==> src/rtl/program_loader_pkg.sv <==
// Shared definitions for the byte-stream program loader: widths, frame marker,
// FSM state encoding and the running checksum helper.
package program_loader_pkg;

  localparam int         INSTR_WIDTH_DEF = 28;
  localparam int         ADDR_WIDTH_DEF  = 16;
  localparam int         DEPTH_DEF       = 256;
  localparam logic [7:0] SYNC_BYTE_DEF   = 8'hA5;
  localparam int         CNT_W           = 16;
  localparam int         INSTR_W         = 28;

  typedef enum logic [2:0] {
    S_IDLE,
    S_CNT_H,
    S_CNT_L,
    S_DATA,
    S_WRITE,
    S_CHECK,
    S_DONE,
    S_ERR
  } state_e;

  function automatic logic [7:0] chk_update(input logic [7:0] acc, input logic [7:0] b);
    return acc ^ b;
  endfunction

endpackage

==> src/rtl/program_loader_if.sv <==
// Byte-stream input handshake plus RAM write port and CPU control outputs of the loader.
interface program_loader_if
  import program_loader_pkg::*;
#(
  parameter int INSTR_WIDTH = INSTR_WIDTH_DEF,
  parameter int ADDR_WIDTH  = ADDR_WIDTH_DEF
);

  logic [7:0]             iByte;
  logic                   iByteValid;
  logic                   oByteReady;
  logic                   oWriteEnable;
  logic [ADDR_WIDTH-1:0]  oWriteAddress;
  logic [INSTR_WIDTH-1:0] oWriteData;
  logic                   oCpuReset;
  logic                   oDone;
  logic                   oError;

  modport master (
    output iByte, iByteValid,
    input  oByteReady, oWriteEnable, oWriteAddress, oWriteData, oCpuReset, oDone, oError
  );

  modport slave (
    input  iByte, iByteValid,
    output oByteReady, oWriteEnable, oWriteAddress, oWriteData, oCpuReset, oDone, oError
  );

endinterface

==> src/rtl/program_loader_word_assembler.sv <==
// Collects four big-endian bytes into one instruction word; the first byte's
// upper nibble must be zero, so only its low nibble is kept.
module program_loader_word_assembler
  import program_loader_pkg::*;
(
  input  logic               clk,
  input  logic               rst,
  input  logic               clear,
  input  logic               shift_en,
  input  logic [7:0]         byte_in,
  output logic [INSTR_W-1:0] word,
  output logic               word_full,
  output logic               nib_err
);

  localparam int SHIFT_W = INSTR_W - 8;

  logic [1:0]         byte_cnt_q, byte_cnt_d;
  logic [SHIFT_W-1:0] shift_q, shift_d;

  always_comb begin
    byte_cnt_d = byte_cnt_q;
    shift_d    = shift_q;
    if (clear) begin
      byte_cnt_d = '0;
    end else if (shift_en) begin
      byte_cnt_d = byte_cnt_q + 2'd1;
      shift_d    = {shift_q[SHIFT_W-9:0], byte_in};
    end
  end

  // Word and flags include the byte being accepted now, so the caller can act in the same cycle.
  assign word      = {shift_q, byte_in};
  assign word_full = shift_en && (byte_cnt_q == 2'd3);
  assign nib_err   = shift_en && (byte_cnt_q == 2'd0) && (byte_in[7:4] != 4'h0);

  always_ff @(posedge clk) begin
    if (rst) begin
      byte_cnt_q <= '0;
    end else begin
      byte_cnt_q <= byte_cnt_d;
    end
  end

  always_ff @(posedge clk) begin
    shift_q <= shift_d;
  end

endmodule

==> src/rtl/program_loader.sv <==
// Frame parser that writes 28-bit words into instruction RAM and releases the
// CPU only after a full frame with a matching XOR checksum.
module program_loader
  import program_loader_pkg::*;
#(
  parameter int         INSTR_WIDTH = INSTR_WIDTH_DEF,
  parameter int         ADDR_WIDTH  = ADDR_WIDTH_DEF,
  parameter int         DEPTH       = DEPTH_DEF,
  parameter logic [7:0] SYNC_BYTE   = SYNC_BYTE_DEF
)(
  input  logic              Clock,
  input  logic              Reset,
  program_loader_if.slave   bus
);

  localparam logic [CNT_W-1:0] DEPTH_N = CNT_W'(DEPTH);

  state_e                 state_q, state_d;
  logic [CNT_W-1:0]       cnt_q, cnt_d;
  logic [CNT_W-1:0]       idx_q, idx_d;
  logic [7:0]             chk_q, chk_d;
  logic                   ready_q, ready_d;
  logic                   we_q, we_d;
  logic [ADDR_WIDTH-1:0]  waddr_q, waddr_d;
  logic [INSTR_WIDTH-1:0] wdata_q, wdata_d;
  logic                   cpu_rst_q, cpu_rst_d;
  logic                   done_q, done_d;
  logic                   err_q, err_d;

  logic                   xfer;
  logic [CNT_W-1:0]       n_new;
  logic                   asm_clear;
  logic                   asm_shift;
  logic [INSTR_W-1:0]     asm_word;
  logic                   asm_full;
  logic                   asm_nib_err;

  assign xfer      = bus.iByteValid & ready_q;
  assign n_new     = {cnt_q[7:0], bus.iByte};
  assign asm_shift = xfer && (state_q == S_DATA);
  assign asm_clear = (state_q != S_DATA) && (state_q != S_WRITE);

  program_loader_word_assembler u_asm (
    .clk       (Clock),
    .rst       (Reset),
    .clear     (asm_clear),
    .shift_en  (asm_shift),
    .byte_in   (bus.iByte),
    .word      (asm_word),
    .word_full (asm_full),
    .nib_err   (asm_nib_err)
  );

  always_comb begin
    state_d = state_q;
    cnt_d   = cnt_q;
    idx_d   = idx_q;
    chk_d   = chk_q;
    waddr_d = waddr_q;
    wdata_d = wdata_q;
    unique case (state_q)
      S_IDLE, S_DONE, S_ERR: begin
        if (xfer && (bus.iByte == SYNC_BYTE)) begin
          state_d = S_CNT_H;
          chk_d   = '0;
        end
      end
      S_CNT_H: begin
        if (xfer) begin
          cnt_d   = {8'h00, bus.iByte};
          chk_d   = chk_update(chk_q, bus.iByte);
          state_d = S_CNT_L;
        end
      end
      S_CNT_L: begin
        if (xfer) begin
          cnt_d = n_new;
          chk_d = chk_update(chk_q, bus.iByte);
          idx_d = '0;
          if (n_new > DEPTH_N) begin
            state_d = S_ERR;
          end else if (n_new == '0) begin
            state_d = S_CHECK;
          end else begin
            state_d = S_DATA;
          end
        end
      end
      S_DATA: begin
        if (xfer) begin
          chk_d = chk_update(chk_q, bus.iByte);
          if (asm_nib_err) begin
            state_d = S_ERR;
          end else if (asm_full) begin
            state_d = S_WRITE;
            waddr_d = ADDR_WIDTH'(idx_q);
            wdata_d = INSTR_WIDTH'(asm_word);
          end
        end
      end
      S_WRITE: begin
        idx_d   = idx_q + 1'b1;
        state_d = ((idx_q + 1'b1) == cnt_q) ? S_CHECK : S_DATA;
      end
      S_CHECK: begin
        if (xfer) begin
          state_d = (bus.iByte == chk_q) ? S_DONE : S_ERR;
        end
      end
      default: state_d = S_IDLE;
    endcase

    // Every output is a registered function of the state being entered.
    ready_d   = (state_d != S_WRITE);
    we_d      = (state_d == S_WRITE);
    cpu_rst_d = (state_d != S_DONE);
    done_d    = (state_d == S_DONE);
    err_d     = (state_d == S_ERR);
  end

  always_ff @(posedge Clock) begin
    if (Reset) begin
      state_q   <= S_IDLE;
      cnt_q     <= '0;
      idx_q     <= '0;
      chk_q     <= '0;
      ready_q   <= 1'b1;
      we_q      <= 1'b0;
      waddr_q   <= '0;
      wdata_q   <= '0;
      cpu_rst_q <= 1'b1;
      done_q    <= 1'b0;
      err_q     <= 1'b0;
    end else begin
      state_q   <= state_d;
      cnt_q     <= cnt_d;
      idx_q     <= idx_d;
      chk_q     <= chk_d;
      ready_q   <= ready_d;
      we_q      <= we_d;
      waddr_q   <= waddr_d;
      wdata_q   <= wdata_d;
      cpu_rst_q <= cpu_rst_d;
      done_q    <= done_d;
      err_q     <= err_d;
    end
  end

  assign bus.oByteReady    = ready_q;
  assign bus.oWriteEnable  = we_q;
  assign bus.oWriteAddress = waddr_q;
  assign bus.oWriteData    = wdata_q;
  assign bus.oCpuReset     = cpu_rst_q;
  assign bus.oDone         = done_q;
  assign bus.oError        = err_q;

endmodule
==> src/flat_wrapper.sv <==
// flat-port wrapper written by rule: the top's interface ports become plain ports
module program_loader_flat import program_loader_pkg::*;
#(
  parameter int         INSTR_WIDTH = INSTR_WIDTH_DEF,
  parameter int         ADDR_WIDTH  = ADDR_WIDTH_DEF,
  parameter int         DEPTH       = DEPTH_DEF,
  parameter logic [7:0] SYNC_BYTE   = SYNC_BYTE_DEF
)
  (Clock, Reset, bus_iByte, bus_iByteValid, bus_oByteReady, bus_oWriteEnable, bus_oWriteAddress, bus_oWriteData, bus_oCpuReset, bus_oDone, bus_oError);
  program_loader_if #(.INSTR_WIDTH(INSTR_WIDTH), .ADDR_WIDTH(ADDR_WIDTH)) bus_i ();
  input  logic Clock;
  input  logic Reset;
  input wire logic [$bits(bus_i.iByte)-1:0] bus_iByte;
  input wire logic [$bits(bus_i.iByteValid)-1:0] bus_iByteValid;
  output wire logic [$bits(bus_i.oByteReady)-1:0] bus_oByteReady;
  output wire logic [$bits(bus_i.oWriteEnable)-1:0] bus_oWriteEnable;
  output wire logic [$bits(bus_i.oWriteAddress)-1:0] bus_oWriteAddress;
  output wire logic [$bits(bus_i.oWriteData)-1:0] bus_oWriteData;
  output wire logic [$bits(bus_i.oCpuReset)-1:0] bus_oCpuReset;
  output wire logic [$bits(bus_i.oDone)-1:0] bus_oDone;
  output wire logic [$bits(bus_i.oError)-1:0] bus_oError;
  assign bus_i.iByte = bus_iByte;
  assign bus_i.iByteValid = bus_iByteValid;
  assign bus_oByteReady = bus_i.oByteReady;
  assign bus_oWriteEnable = bus_i.oWriteEnable;
  assign bus_oWriteAddress = bus_i.oWriteAddress;
  assign bus_oWriteData = bus_i.oWriteData;
  assign bus_oCpuReset = bus_i.oCpuReset;
  assign bus_oDone = bus_i.oDone;
  assign bus_oError = bus_i.oError;
  program_loader #(.INSTR_WIDTH(INSTR_WIDTH), .ADDR_WIDTH(ADDR_WIDTH), .DEPTH(DEPTH), .SYNC_BYTE(SYNC_BYTE)) u_core (.Clock(Clock), .Reset(Reset), .bus(bus_i));
endmodule
==> config.mk <==
export PLATFORM = sky130hd
export DESIGN_NAME = program_loader_flat
export DESIGN_NICKNAME = d
export VERILOG_FILES = /design/src/rtl/program_loader_pkg.sv /design/src/rtl/program_loader_if.sv /design/src/rtl/program_loader_word_assembler.sv /design/src/rtl/program_loader.sv /design/src/flat_wrapper.sv
export SDC_FILE = /design/constraint.sdc
export NUM_CORES = 1
export LEC_CHECK = 0
export ABC_AREA = 1
export CAP_MARGIN = 10
export CORE_ASPECT_RATIO = 0.75
export CORE_MARGIN = 5
export CORE_UTILIZATION = 30
export CTS_CLUSTER_SIZE = 24
export DETAILED_ROUTE_END_ITERATION = 7
export DONT_BUFFER_PORTS = 1
export PLACE_DENSITY_LB_ADDON = 0.08
export SYNTH_ARGS = -nofsm -noshare
export SYNTH_HDL_FRONTEND = slang
export SYNTH_HIERARCHICAL = 1
export SYNTH_SLANG_ARGS = --single-unit
==> constraint.sdc <==
create_clock -name Clock -period 2.7 [get_ports Clock]
set_input_delay 0.54 -clock Clock [delete_from_list [all_inputs] [get_ports Clock]]
set_output_delay 0.54 -clock Clock [all_outputs]
set_load 0.01 [all_outputs]
=== Yosys cells after proc, flatten, opt, wreduce, memory -nomap -nowiden ===
Cells that the tools add are included.

* Reductions and logical operators: 21
* Magnitude comparators: 1
* Multiplexer cells: 20
* Equal/unequal tests: 22
* Bitwise logic cells: 4
* Add/sub/neg operators: 2

{| class="wikitable"
|+ Operators by type and width
! operator !! count
|-
| 16-bit one-hot mux with 2 select lines || 2
|-
| 16-bit two-way mux || 3
|-
| 3-bit two-way mux || 10
|-
| 3-bit equality test (second input constant) || 7
|-
| 3-bit one-hot mux with 6 select lines || 1
|-
| 16-bit by 1-bit adder with 16-bit output (second input constant) || 1
|-
| 16-bit equality test || 1
|-
| 16-bit by 9-bit > comparator with 1-bit output (second input constant) || 1
|-
| 16-bit zero test || 1
|-
| 8-bit two-way mux || 2
|-
| 8-bit one-hot mux with 2 select lines || 1
|-
| 3-bit inequality test (second input constant) || 3
|-
| 8-bit equality test || 1
|-
| 8-bit equality test (second input constant) || 1
|-
| 2-bit by 1-bit inequality test with 1-bit output (second input constant) || 4
|-
| 8-bit XOR || 1
|-
| 3-bit by 2-bit equality test with 1-bit output (second input constant) || 2
|-
| 1-bit logical AND || 6
|-
| 3-bit AND reduction || 2
|-
| 2-bit nonzero test || 3
|-
| 3-bit OR reduction || 2
|-
| 2-bit AND reduction || 2
|-
| 4-bit AND reduction || 1
|-
| 4-bit nonzero test || 1
|-
| 10 further kinds || 11
|}

* Logic and storage cells: 83
* Bits in registers: 114
* Input bits: 11

=== Longest topological paths before layout ===
* Depth in word-level cells: 8
* Depth in mapped cells: 19
* Gate-level depth less buffers: 19

=== By module ===
Netlist, hierarchy kept.

{| class="wikitable"
|+ By module, submodules not included
! module !! cells an instance !! times used !! area an instance (µm²)
|-
| program_loader || 619 || 1 || 4265.3
|-
| program_loader_word_assembler || 51 || 1 || 802.0
|}

=== Worst setup path after synthesis ===
No wires, ideal clock.

* Kind: register to register
* Start: register u_core.state_q[2]
* End: register u_core.u_asm.shift_q[0] (enable)
* Clock period less this slack: 2539 ps
* Required time: 2303 ps
* Arrival: 2142 ps
* Slack: 161 ps
* Stages on the path, launching flop included: 7
* Cells stage by stage: dfxtp_1 > inv_1 > nor3_1 > buf_2 > buf_1 > nor2_1 > nor2_1

* Word-level cells in the longest chain between the ends: 4
* Elaborated cells on any way between the ends: 7
* Classes of those cells: eq/ne (3); bitwise (1); reduce/logical (3)

{| class="wikitable"
|+ RTL lines
! what !! line !! source
|-
| start, declared || program_loader.sv:18 || <nowiki>state_e state_q, state_d;</nowiki>
|-
| start signal, assigned || program_loader.sv:135 || <nowiki>state_q <= state_d;</nowiki>
|-
| 3-bit by 2-bit inequality test with 1-bit output / 3-bit inequality test (equally long branches) || program_loader.sv:41 || <nowiki>assign asm_clear = (state_q != S_DATA) && (state_q != S_WRITE);</nowiki>
|-
| 1-bit logical AND * || program_loader.sv:41 ||
|-
| via u_core.asm_clear || program_loader.sv:32 || <nowiki>logic asm_clear;</nowiki>
|-
| 1-bit NOT (no line) * || -- ||
|-
| 2-bit AND reduction (no line) * || -- ||
|-
| end signal, assigned || program_loader_word_assembler.sv:46 || <nowiki>shift_q <= shift_d;</nowiki>
|-
| end, declared || program_loader_word_assembler.sv:19 || <nowiki>logic [SHIFT_W-1:0] shift_q, shift_d;</nowiki>
|}

The timed path passes the listed nets; every way through them passes the cells marked *.
A chain may end at the register's enable or synchronous reset.

=== Final worst setup path ===
* Start: register u_core.state_q[2]
* End: register u_core.err_q, in the netlist u_core/bus.oError

* Word-level cells in the longest chain between the ends: 8
* Elaborated cells on any way between the ends: 22
* Classes of those cells: eq/ne (8); mux (8); reduce/logical (6)

{| class="wikitable"
|+ RTL lines
! what !! line !! source
|-
| 3-bit by 2-bit equality test with 1-bit output || program_loader.sv:40 || <nowiki>assign asm_shift = xfer && (state_q == S_DATA);</nowiki>
|-
| 1-bit logical AND || program_loader.sv:40 ||
|-
| via u_core.asm_shift || program_loader.sv:33 || <nowiki>logic asm_shift;</nowiki>
|-
| 1-bit logical AND (2 in a row) || program_loader_word_assembler.sv:35 || <nowiki>assign nib_err = shift_en && (byte_cnt_q == 2'd0) && (byte_in[7:4] != 4'h0);</nowiki>
|-
| via u_core.asm_nib_err || program_loader.sv:36 || <nowiki>logic asm_nib_err;</nowiki>
|-
| 3-bit two-way mux || program_loader.sv:92 || <nowiki>if (asm_nib_err) begin</nowiki>
|-
| 3-bit two-way mux || program_loader.sv:90 || <nowiki>if (xfer) begin</nowiki>
|-
| 3-bit one-hot mux with 6 select lines || program_loader.sv:61 || <nowiki>unique case (state_q)</nowiki>
|-
| 3-bit equality test || program_loader.sv:118 || <nowiki>err_d = (state_d == S_ERR);</nowiki>
|-
| end signal, assigned || program_loader.sv:145 || <nowiki>err_q <= err_d;</nowiki>
|-
| end, declared || program_loader.sv:28 || <nowiki>logic err_q, err_d;</nowiki>
|}

The timed path passes the listed nets, and every way through them passes these cells.

==> metrics.txt <==
Final period util 0.8390; CP Max Fanout 7; synthesis-to-layout area growth 16.72%; IO Pins 60; Final HPWL DP between 9 and 10 mm; Mapped Area 0.005067 mm²; number of global-route vias before repair 4142; Int Power ~3.4 mW; Routed WL ~14 mm; layout cell share with drive strength beyond 1 0.1044; Net Switching between 800 and 900 µW; DRT Pass-1 Iters 5; Comb pwr share 0.011; cell row count 41; RSZ-0062 raised after global routing false; CTS tree yes; Critical Path RT 3.06 ns; DIE WIDTH between 150 and 200 µm; FILL cells roughly 1800; Mapped Cells 670; commonest non-fill, non-tap cell in the layout nand2_1; syn nets around 700; register area share after synthesis 0.4899; Clk pwr share 0.586; wire per inst between 15 and 20 µm; Synth area leaders dfxtp_1 (37%), edfxtp_1 (12%), nand2_1 (9.7%); Tmin final between 2 and 2.5 ns; antenna viol nets, final 0; status finished, final reports clean; post-synth top area share 0.3714; TritonCTS buffer count 17; WP data arrival about 2.6 ns; gr usage total 0.1500; Max-slew headroom 0.6629; crit start category register; core area 0.01672 mm²; Max Cap Viol 0; leak pwr ~2.1 nW; CP endpoint kind register; flops & latches, synth between 100 and 150; Avg Cell Area, Syn about 7.6 µm²; Sw Share 0.2089; clock sink count approximately 110; Layout Skew roughly 0.0068 ns; final hold viol count 0; Seq pwr share 0.403; Initial Util 0.3030; worst slew pin tran around 0.5 ns; maximum operating frequency about 440 MHz; Die ar. about 0.020 mm²; residual DRC count 0; PortBufs 0; clock slew at reported path FFs 0.06 ns; post-layout power ~4.3 mW; DR vias about 4300; critical path class reg2reg; Via density ~4.8; diode count 0; largest net degree at the start of global routing 38; Hold Crit Class in2reg; final setup violation count 0; maximum root-to-sink buffer count 2; post-synth top area cell dfxtp_1; most frequent cells in the layout nand2_1 (131), nor2_1 (112), dfxtp_1 (94), o21ai_0 (74); fin. max-slew vios 0; DIE HEIGHT between 100 and 150 µm; Congestion Overflow GR 0; initial antenna violation count 0; fin nets 683; synth warn 6; Synth cell types 31; initial DRC count 301; pwr dens 724.9 mW/mm²; GP Congestion between 0.8 and 0.9; CTS root buf clkbuf_16; clock network latency to the later pin of the worst-skew pair 0.42 ns; CTS H-Tree Depth 4; worst vdd ir 0.3755 mV; TNS Setup 0 ns; first-pass GRT wire length 22.98 mm
## flip-flops by register name, indices dropped and copies added (netlist names)
| signal | count |
|---|---|
| u_core/bus.oDone | 1 |
| u_core/u_asm/shift_q | 20 |
| u_core/state_q | 3 |
| u_core/bus.oCpuReset | 1 |
| u_core/u_asm/byte_cnt_q | 2 |
| u_core/bus.oByteReady | 1 |
| u_core/idx_q | 16 |
| u_core/chk_q | 8 |
| u_core/bus.oWriteAddress | 16 |
| u_core/bus.oWriteData | 28 |
| u_core/bus.oError | 1 |
| u_core/cnt_q | 16 |
| u_core/bus.oWriteEnable | 1 |
## final cells by class
cell class	count	area [µm²]	area share
Multi-Input combinational cell	469	2222	0.3757
Tap cell	215	269.0	0.04548
Sequential cell	114	2482	0.4197
Clock inverter	14	226.5	0.03829
Clock buffer	17	425.4	0.07193
Timing Repair Buffer	11	82.58	0.01396
Inverter	55	206.4	0.03491
## power by group through the flow
stage / Clock [mW] / Combinational [mW] / Sequential (mW)
2_1_floorplan: 0 / 0.0508 / 1.76
3_3_place_gp: 0 / 0.0477 / 1.76
3_5_place_dp: 0 / 0.0473 / 1.76
4_1_cts: 2.58 / 0.0477 / 1.73
5_1_grt: 2.66 / 0.0554 / 1.73
6_report: 2.51 / 0.0466 / 1.73
## critical path, stage by stage (launching register included)
cell and delay [ns]:
dfxtp_1 0.37, inv_1 0.13, nand2_1 0.08, nor2_1 0.12, inv_1 0.08, nor2_2 0.23
nand2_1 0.09, a21oi_1 0.16, nor2_1 0.08, a21oi_1 0.18, nor2_1 0.07, nand4_1 0.09
o21ai_0 0.19, nor2_1 0.18, nand2_1 0.07, nor2_1 0.08
## synthesized netlist by cell type
master / number
buf_4: 8
inv_1: 51
xor2_1: 3
nand2_1: 131
clkbuf_1: 15
nand3_2: 2
nand4_2: 1
nand3b_1: 4
o21bai_2: 1
nor2_2: 8
buf_1: 2
edfxtp_1: 20
a211oi_1: 2
nor2_4: 2
dfxtp_1: 94
nor2_1: 113
nor3_1: 3
nor4_1: 2
clkinv_1: 2
a21oi_4: 1
nand4_1: 10
a221oi_2: 1
xnor2_1: 7
ha_1: 4
o21ai_1: 3
o21ai_0: 74
nand2_2: 10
inv_2: 2
a21oi_1: 50
nand3_1: 37
buf_2: 7
## final timing paths
| path | slack (ns) | to | cells past startpoint | startpoint |
|---|---|---|---|---|
| hold reg to reg | 0.44 | u_core/u_asm/shift_q[16]$_DFFE_PP_ | 0 | u_core/u_asm/shift_q[8]$_DFFE_PP_ |
| hold / removal | 0.19 | u_core/chk_q[4]$_SDFFE_PP0P_ | 1 | Reset |
| setup reg to reg | 0.43 | u_core/bus.oError$_SDFF_PP0_ | 15 | u_core/state_q[2]$_SDFF_PP0_ |
| setup / recovery | 0.43 | u_core/bus.oError$_SDFF_PP0_ | 15 | u_core/state_q[2]$_SDFF_PP0_ |
## stage by stage
stage	cells	util	cell area, µm²	hold slack (ns)	worst slack [ns]
3_5_place_dp	864	0.3145	5260	0.4310	0.3328
3_3_place_gp	864	0.3145	5260	0.4260	0.3315
6_report	895	0.3537	5914	0.1872	0.4346
4_1_cts	895	0.3535	5912	0.1649	0.3298
5_1_grt	895	0.3537	5914	0.1670	0.1239
2_1_floorplan	670	-	5067	0.4208	0.1613
## cells by family (layout without fill, tap and decap cells)
logic type                 after synthesis  in the layout  synth area share
AOI/OAI and AO/OA                      132            132            0.1368
xor gates and xnor gates                10             10           0.01729
adders and majority gates                4              4          0.009877
buffers and inverters                   87             97           0.07210
DFF                                    114            114            0.4899
and+or+nand+nor                        323            323            0.2741
## timing repair
action                     4_1_cts  5_1_grt
setup endpoints to repair        0        1
resized for setup                0        1
setup buffers                    0        0
hold buffers                     0        0
## routing by layer
metal | part of all wire | global-route usage | vias up
met2 | 0.43 | 0.2225 | 89
met5 | 0 | 0 | -
li1 | - | - | 2181
met3 | 0.048 | 0.04498 | 10
met1 | 0.52 | 0.2083 | 1988
met4 | 0.0088 | 0.05212 | 0
(Power assumes the default switching activity.)
